--- src/rtl/trace_config_sequencer.sv ---
`default_nettype none
// ============================================================================
// Module   : trace_config_sequencer
// Brief    : Stops tracing, drains the pipeline, streams each block's firmware
//            on the shared configId/configData bus, then resumes tracing.
// Revision : 1.0
// ============================================================================
module trace_config_sequencer #(
    parameter int         NUM_BLOCKS     = 4,
    parameter int         MAX_BYTES      = 16,
    parameter int         CONFIG_ID_BASE = 0,
    parameter logic [7:0] IDLE_CONFIG_ID = 8'hFF,
    parameter int         DRAIN_CYCLES   = 4
) (
    input  logic                             clk,
    input  logic                             rst,
    input  logic                             trace_enable,
    input  logic                             start,
    input  logic                             wr_en,
    input  logic [$clog2(NUM_BLOCKS)-1:0]    wr_block,
    input  logic [$clog2(MAX_BYTES)-1:0]     wr_addr,
    input  logic [7:0]                       wr_data,
    input  logic                             len_wr_en,
    input  logic [$clog2(MAX_BYTES+1)-1:0]   len_data,
    output logic                             tracing,
    output logic [7:0]                       configId,
    output logic [7:0]                       configData,
    output logic                             busy,
    output logic                             done,
    output logic                             wr_err
);

    localparam int c_BLK_W = $clog2(NUM_BLOCKS);
    localparam int c_BYT_W = $clog2(MAX_BYTES);
    localparam int c_LEN_W = $clog2(MAX_BYTES + 1);
    localparam int c_DRN_W = (DRAIN_CYCLES > 1) ? $clog2(DRAIN_CYCLES) : 1;

    localparam logic [c_LEN_W-1:0] c_MAX_LEN   = c_LEN_W'(MAX_BYTES);
    localparam logic [c_BLK_W-1:0] c_LAST_BLK  = c_BLK_W'(NUM_BLOCKS - 1);
    localparam logic [c_DRN_W-1:0] c_DRAIN_END = c_DRN_W'(DRAIN_CYCLES - 1);
    localparam logic [7:0]         c_ID_BASE   = 8'(CONFIG_ID_BASE);

    typedef enum logic [2:0] {
        S_IDLE   = 3'd0,
        S_DRAIN  = 3'd1,
        S_SEND   = 3'd2,
        S_GAP    = 3'd3,
        S_FINISH = 3'd4
    } state_t;

    state_t               r_state;
    logic [c_BLK_W-1:0]   r_block;
    logic [c_BYT_W-1:0]   r_byte;
    logic [c_DRN_W-1:0]   r_drain;
    logic [7:0]           r_fw  [NUM_BLOCKS][MAX_BYTES];
    logic [c_LEN_W-1:0]   r_len [NUM_BLOCKS];

    logic                 r_tracing;
    logic [7:0]           r_id;
    logic [7:0]           r_data;
    logic                 r_busy;
    logic                 r_done;
    logic                 r_wr_err;

    state_t               w_state_nx;
    logic [c_BLK_W-1:0]   w_block_nx;
    logic [c_BLK_W-1:0]   w_block_inc;
    logic [c_BYT_W-1:0]   w_byte_nx;
    logic [c_DRN_W-1:0]   w_drain_nx;
    logic [7:0]           w_id_nx;
    logic [7:0]           w_data_nx;
    logic [c_LEN_W-1:0]   w_len_clamped;
    logic                 w_idle;

    assign w_idle        = (r_state == S_IDLE);
    assign w_block_inc   = r_block + c_BLK_W'(1);
    assign w_len_clamped = (len_data > c_MAX_LEN) ? c_MAX_LEN : len_data;

    // Firmware storage is a plain RAM; it keeps its contents across reset.
    always_ff @(posedge clk) begin
        if (wr_en && w_idle) begin
            r_fw[wr_block][wr_addr] <= wr_data;
        end
    end

    always_ff @(posedge clk) begin
        if (rst) begin
            for (int i = 0; i < NUM_BLOCKS; i++) begin
                r_len[i] <= '0;
            end
        end else if (len_wr_en && w_idle) begin
            r_len[wr_block] <= w_len_clamped;
        end
    end

    // Outputs are registered from the next-state view so the bus value seen in
    // a cycle always matches the state occupying that cycle.
    always_comb begin
        w_state_nx = r_state;
        w_block_nx = r_block;
        w_byte_nx  = r_byte;
        w_drain_nx = r_drain;
        w_id_nx    = IDLE_CONFIG_ID;
        w_data_nx  = 8'h00;

        case (r_state)
            S_IDLE: begin
                if (start) begin
                    w_state_nx = S_DRAIN;
                    w_drain_nx = '0;
                end
            end
            S_DRAIN: begin
                if (r_drain == c_DRAIN_END) begin
                    w_block_nx = '0;
                    w_byte_nx  = '0;
                    w_state_nx = (r_len[0] != '0) ? S_SEND : S_GAP;
                end else begin
                    w_drain_nx = r_drain + c_DRN_W'(1);
                end
            end
            S_SEND: begin
                if (c_LEN_W'(r_byte) == (r_len[r_block] - c_LEN_W'(1))) begin
                    w_state_nx = S_GAP;
                end else begin
                    w_byte_nx = r_byte + c_BYT_W'(1);
                end
            end
            S_GAP: begin
                if (r_block == c_LAST_BLK) begin
                    w_state_nx = S_FINISH;
                end else begin
                    // A zero-length block is represented by its own gap cycle.
                    w_block_nx = w_block_inc;
                    w_byte_nx  = '0;
                    w_state_nx = (r_len[w_block_inc] != '0) ? S_SEND : S_GAP;
                end
            end
            S_FINISH: begin
                w_state_nx = S_IDLE;
            end
            default: begin
                w_state_nx = S_IDLE;
            end
        endcase

        if (w_state_nx == S_SEND) begin
            w_id_nx   = c_ID_BASE + 8'(w_block_nx);
            w_data_nx = r_fw[w_block_nx][w_byte_nx];
        end
    end

    always_ff @(posedge clk) begin
        if (rst) begin
            r_state   <= S_IDLE;
            r_block   <= '0;
            r_byte    <= '0;
            r_drain   <= '0;
            r_tracing <= 1'b0;
            r_id      <= IDLE_CONFIG_ID;
            r_data    <= 8'h00;
            r_busy    <= 1'b0;
            r_done    <= 1'b0;
            r_wr_err  <= 1'b0;
        end else begin
            r_state   <= w_state_nx;
            r_block   <= w_block_nx;
            r_byte    <= w_byte_nx;
            r_drain   <= w_drain_nx;
            r_tracing <= (w_state_nx == S_IDLE) && trace_enable;
            r_id      <= w_id_nx;
            r_data    <= w_data_nx;
            r_busy    <= (w_state_nx != S_IDLE);
            r_done    <= (w_state_nx == S_FINISH);
            r_wr_err  <= !w_idle && (wr_en || len_wr_en);
        end
    end

    assign tracing    = r_tracing;
    assign configId   = r_id;
    assign configData = r_data;
    assign busy       = r_busy;
    assign done       = r_done;
    assign wr_err     = r_wr_err;

endmodule
`default_nettype wire
--- config.mk ---
export PLATFORM = sky130hd
export DESIGN_NAME = trace_config_sequencer
export DESIGN_NICKNAME = d
export VERILOG_FILES = /design/src/rtl/trace_config_sequencer.sv
export SDC_FILE = /design/constraint.sdc
export NUM_CORES = 1
export LEC_CHECK = 0
export CAP_MARGIN = 10
export CELL_PAD_IN_SITES_DETAIL_PLACEMENT = 0
export CELL_PAD_IN_SITES_GLOBAL_PLACEMENT = 1
export CORE_MARGIN = 2
export CORE_UTILIZATION = 47
export DETAILED_ROUTE_END_ITERATION = 8
export GPL_ROUTABILITY_DRIVEN = 0
export GPL_TIMING_DRIVEN = 0
export PLACE_DENSITY_LB_ADDON = 0.1
export RECOVER_POWER = 25
export SYNTH_ARGS = -nofsm -noshare
export SYNTH_HDL_FRONTEND = slang
export SYNTH_SLANG_ARGS = --single-unit
--- constraint.sdc ---
create_clock -name clk -period 3.3 [get_ports clk]
set_input_delay 0.33 -clock clk [delete_from_list [all_inputs] [get_ports clk]]
set_output_delay 0.33 -clock clk [all_outputs]
set_load 0.005 [all_outputs]
# After elaboration in Yosys (flattened, before gate mapping)
# Memory sizes are Yosys's and may differ from the RTL's. A register that Yosys moved wholly into a read port is not among the register bits.
# Cells that the tools add are included.
# totals
out_inout_bits	20
memories	2
reg_bits	31
inputBits	25
ramBits	532
wordCells	85
# op_classes
muxes	35
n_bitwise	3
n_eq_ne	10
add_sub_neg	4
n_reduce_logical	16
order_cmp	4
# mem_list
name	words	width	rd	rd_ports_with_merged_regs	write_ports	line_no	text
r_fw	4	128	1	0	1	55	logic [7:0] r_fw [NUM_BLOCKS][MAX_BYTES];
r_len	4	5	3	1	4	56	logic [c_LEN_W-1:0] r_len [NUM_BLOCKS];
# ops
cell	count
$mux W128	1
$bmux W8 S4	1
$demux W8 S4	1
$mux W8	4
$mux W2	6
$mux W3	4
$mux W4	3
$pmux W3 S4	1
$pmux W4 S3	1
$ge A5 B5 Y1 const B	2
$mux W5	2
$not A4 Y5	2
$reduce_bool A5 Y1	2
$eq A3 B2 Y1 const B	3
$mux W1	9
$pmux W2 S2	2
$logic_not A3 Y1	2
$eq A4 B5 Y1	1
$gt A5 B5 Y1 const B	1
$logic_and A1 B1 Y1	5
$lt A5 B1 Y1 const B	1
$reduce_or A5 Y1	1
$sub A5 B1 Y5 const B	1
$add A2 B1 Y2 const B	2
other kinds (12)	14

# Longest topological paths before layout
# An unclocked memory read counts as a cell.
# logic_depth
depth_word	9
ltp_mapped	15
ltp_nobuf	14

# Worst setup path after synthesis
# No wires, ideal clock.
# synth_path
path_type	register -> register
from	register r_block[0]
to	register r_data[1], in the netlist configData[1]
period_less_slack_ps	3265
arrival_ps	3148
stages_incl_launch_ff	14
path_slack_ps	35
required_time_ps	3184
n_path_buf	3
setup_ps	116
cell_sequence	dfxtp_1 -> buf_6 -> mux4_2 -> inv_1 -> ha_1 -> xnor2_1 -> a211o_1 -> a2111oi_2 -> nor3_2 -> buf_4 -> buf_6 -> nor2_1 -> a32oi_1 -> a41o_1
# synth_via
elab_chain_len	9
elab_cells_between_ends	20
classes_between	add/sub (1); eq/ne (2); mux (11); bitwise (2); reduce/logical (2); memory (2)
# synth_lines
item	line_no	text
start, declared	52	logic [c_BLK_W-1:0] r_block;
start signal, assigned	167	r_block <= w_block_nx;
$add A2 B1 Y2	76	assign w_block_inc = r_block + c_BLK_W'(1);
$mem_v2 Z4 W5	-	
$reduce_bool A5 Y1	136	w_state_nx = (r_len[w_block_inc] != '0) ? S_SEND : S_GAP;
$mux W1	136	
$mux W3	130	if (r_block == c_LAST_BLK) begin
$pmux W3 S4	106	case (r_state)
$eq A3 B2 Y1	147	if (w_state_nx == S_SEND) begin
$not A1 Y1 (no source line)	-	
$reduce_or A2 Y1 (no source line)	-	
end signal, assigned	172	r_data <= w_data_nx;
end, declared	60	logic [7:0] r_data;
# Several ways; a longest one is shown, not always the timed one. The select of a mux whose other input is x is not followed.
# A chain may end at the register's enable or synchronous reset.

# Worst setup path in the final report
# layout_path
from	register r_block[0]
to	register r_data[2], in the netlist configData[2]
# The elaborated chain is that of the path after synthesis.

==> metrics.yaml <==
violations: "max-capacitance violations, max-slew violations, negative setup slack"
first_global_vias: 14044
grt_overflow_total: 0
drive_above_1_share: 0.1575
wl_met1_um: 27560
synth_nets: 1774
cts_buffers: 57
root_buffer: "clkbuf_16"
cp_max_fo: 7
layout.nets: 1902
cts.sinks: 558
reg2regPathDepth: 15
hold_depth: 1
setup_violations: 8
ant_nets: 0
wire_per_inst_um: 25.18
place_inst: 2417
fin_ws_ps: -408.3
grt_max_degree: 61
fin_cells: 2539
fp.coreArea_um2: 48650
die_area_um2: 50670
route.met3.wl_um: 4809
final_common_cell: "edfxtp_1"
crit_path_top_delay_cell: "mux4_2"
num_rows: 81
portBuffers: 44
vias: 14599
totalWireLength_um: 63930
status: "finished with violations"
dp_hpwl_um: 43210
min_period_ps: 3708
wl_met2_um: 30150
cts_tree: "yes"
ys_warn_count: 0
crit_top_cell: "buf_12"
critPathMaxStageDelay_ps: 530
die_y_um: 225.1
pin_count: 45
yosysSeqAreaShare: 0.7179
syn_avg_cell_area_um2: 13.18
rsz0062_at_grt: "yes"
ys.flop_type: "edfxtp_1"
slew_headroom: -0.6707
required_ps: 3800
max-vdd-ir-drop_v: 0.0003757
clk_pin_slew_ps: 60
synth_area_um2: 22980
postLayoutCoreUtil: 0.5613
slew_violations: 167
vias_per_cell: 5.750
grt_pass1_wl_um: 93360
async_flop_share: 0
diodes: 0
first_pass_iters: 8
powerDensity_nw_per_um2: 542.9
leakagePower_nw: 9.372
dp_slack_ps: -1264
final.setup_skew_ps: 15.28
max_freq_mhz: 269.7
synth.distinct_cells: 65
antenna_found_initial: 1
drt_iter0_markers: 1389
maxCapViolations: 4
worstMarginPinSlew_ps: 2506
clock_latency_ps: 620
synth_edf_count: 532
path_cells: "buf_6 > mux4_2 > inv_2 > ha_4 > xnor2_4 > a211o_4 > a211oi_4 > a21o_1 > mux2i_4 > buf_12 > buf_12 > buf_4 > a311oi_4 > o32ai_4 > a41o_1"
dr.max_layer_used: "met4"
most-common-layout-cells: "edfxtp_1, nand2_1, nand3_1"
period_share: 1.124
ys_ff_latch: 558
min_path_type: "in -> reg"
drc: 0
hold_viol_final: 0
synthCells: 1743
crit_arrival_ps: 4210
worst-setup-path-type: "reg -> reg"
area_delta_synth_final_pct: 18.82
endpoint_kind: "flip-flop"
worstSetupStartpointType: "flip-flop"
die_x_um: 225.1
cts_buffer_depth: 3
h-tree-depth: 2
start_util: 0.4724
track_usage: 0.2551
-- Yosys cell counts (6+ instances only) --
master	instances	area (µm²)
a21oi_1	9	45.04
a311oi_1	30	262.8
a31oi_1	21	131.4
a32oi_1	8	70.07
a41o_1	7	70.07
and2_1	6	37.54
and3_1	37	231.5
buf_1	22	82.58
buf_2	13	65.06
buf_4	10	75.07
clkbuf_1	62	232.7
dfxtp_1	26	520.5
edfxtp_1	532	15980
ha_1	6	75.07
inv_1	12	45.04
mux2_2	13	146.4
mux2i_1	100	1001
nand2_1	450	1689
nand3_1	161	805.8
nand3b_1	9	67.56
nor2_1	104	390.4
nor2b_1	7	43.79
o211ai_1	15	112.6
o32ai_1	7	61.31
-- where the power goes --
part	internal, mW	leakage (nW)	switching (mW)
clock network	3.96	0.936	2.71
registers	7.79	5.02	0.0137
logic	0.0893	3.41	0.259
total	11.8	9.37	2.98
-- final cells by class --
cell class	count	area, µm²
Buffer	108	620.6
Multi-Input combinational cell	1062	6728
Timing Repair Buffer	71	698.2
Tap cell	622	778.2
Inverter	13	48.80
Clock buffer	68	1510
Clock inverter	37	420.4
Fill cell	3950	21340
Sequential cell	558	16500
-- kinds of logic after synthesis --
group	share of synthesized area
muxes	0.05679
buffers and inverters	0.02341
DFF	0.7179
AOI/OAI and AO/OA	0.04536
xor gates and xnor gates	0.002614
and+or+nand+nor	0.1507
adders and majority gates	0.003267
-- sequential cells by signal, indices dropped and copies added, names as in the netlist --
signal	count
r_fw	512
r_len	20
configData	8
r_byte	4
configId	3
r_state	3
r_block	2
r_drain	2
busy	1
done	1
tracing	1
wr_err	1
-- per-stage QoR --
stage / cell area [µm²] / total power [mW] / TNS, ps / hold slack [ps]
detailed placement: 24320 / 8.281 / -34930 / 460.5
floorplan: 22980 / 8.052 / 0 / 409.9
global route: 27300 / 15.19 / -3324 / 78.65
CTS: 27060 / 14.88 / -2335 / 10.35
finish: 27300 / 14.82 / -2539 / 101.4
global placement: 24200 / 8.276 / -38290 / 442.2
-- repair_timing --
item,CTS,global route
hold buffers,0,0
pin swaps,18,14
buffers inserted,14,5
resized for setup,143,59
setup endpoints to repair,142,182
-- metal layers --
| metal | GRT usage | vias to the layer above |
|---|---|---|
| li1 | - | 6671 |
| met1 | 0.3637 | 7316 |
| met2 | 0.4091 | 508 |
| met3 | 0.04381 | 104 |
| met4 | 0.06409 | 0 |
| met5 | 0 | - |
-- worst paths after layout --
kind,start,slack [ps],endpoint
setup / recovery,r_block[0],-410,configData[2]
hold reg to reg,r_drain[1],460,r_drain[1]
setup reg to reg,r_block[0],-410,configData[2]
hold / removal,wr_data[0],100,r_fw[3][16]
-- worst max-delay path: cells and delay by family, from the launching register on --
family                     cells  cell delay, ps
buffers and inverters          5             650
DFF                            1             350
muxes                          2             660
adders and majority gates      1             220
xor gates and xnor gates       1             130
AOI/OAI and AO/OA              6            1560
Note: power is estimated with default switching activity, not from simulation.
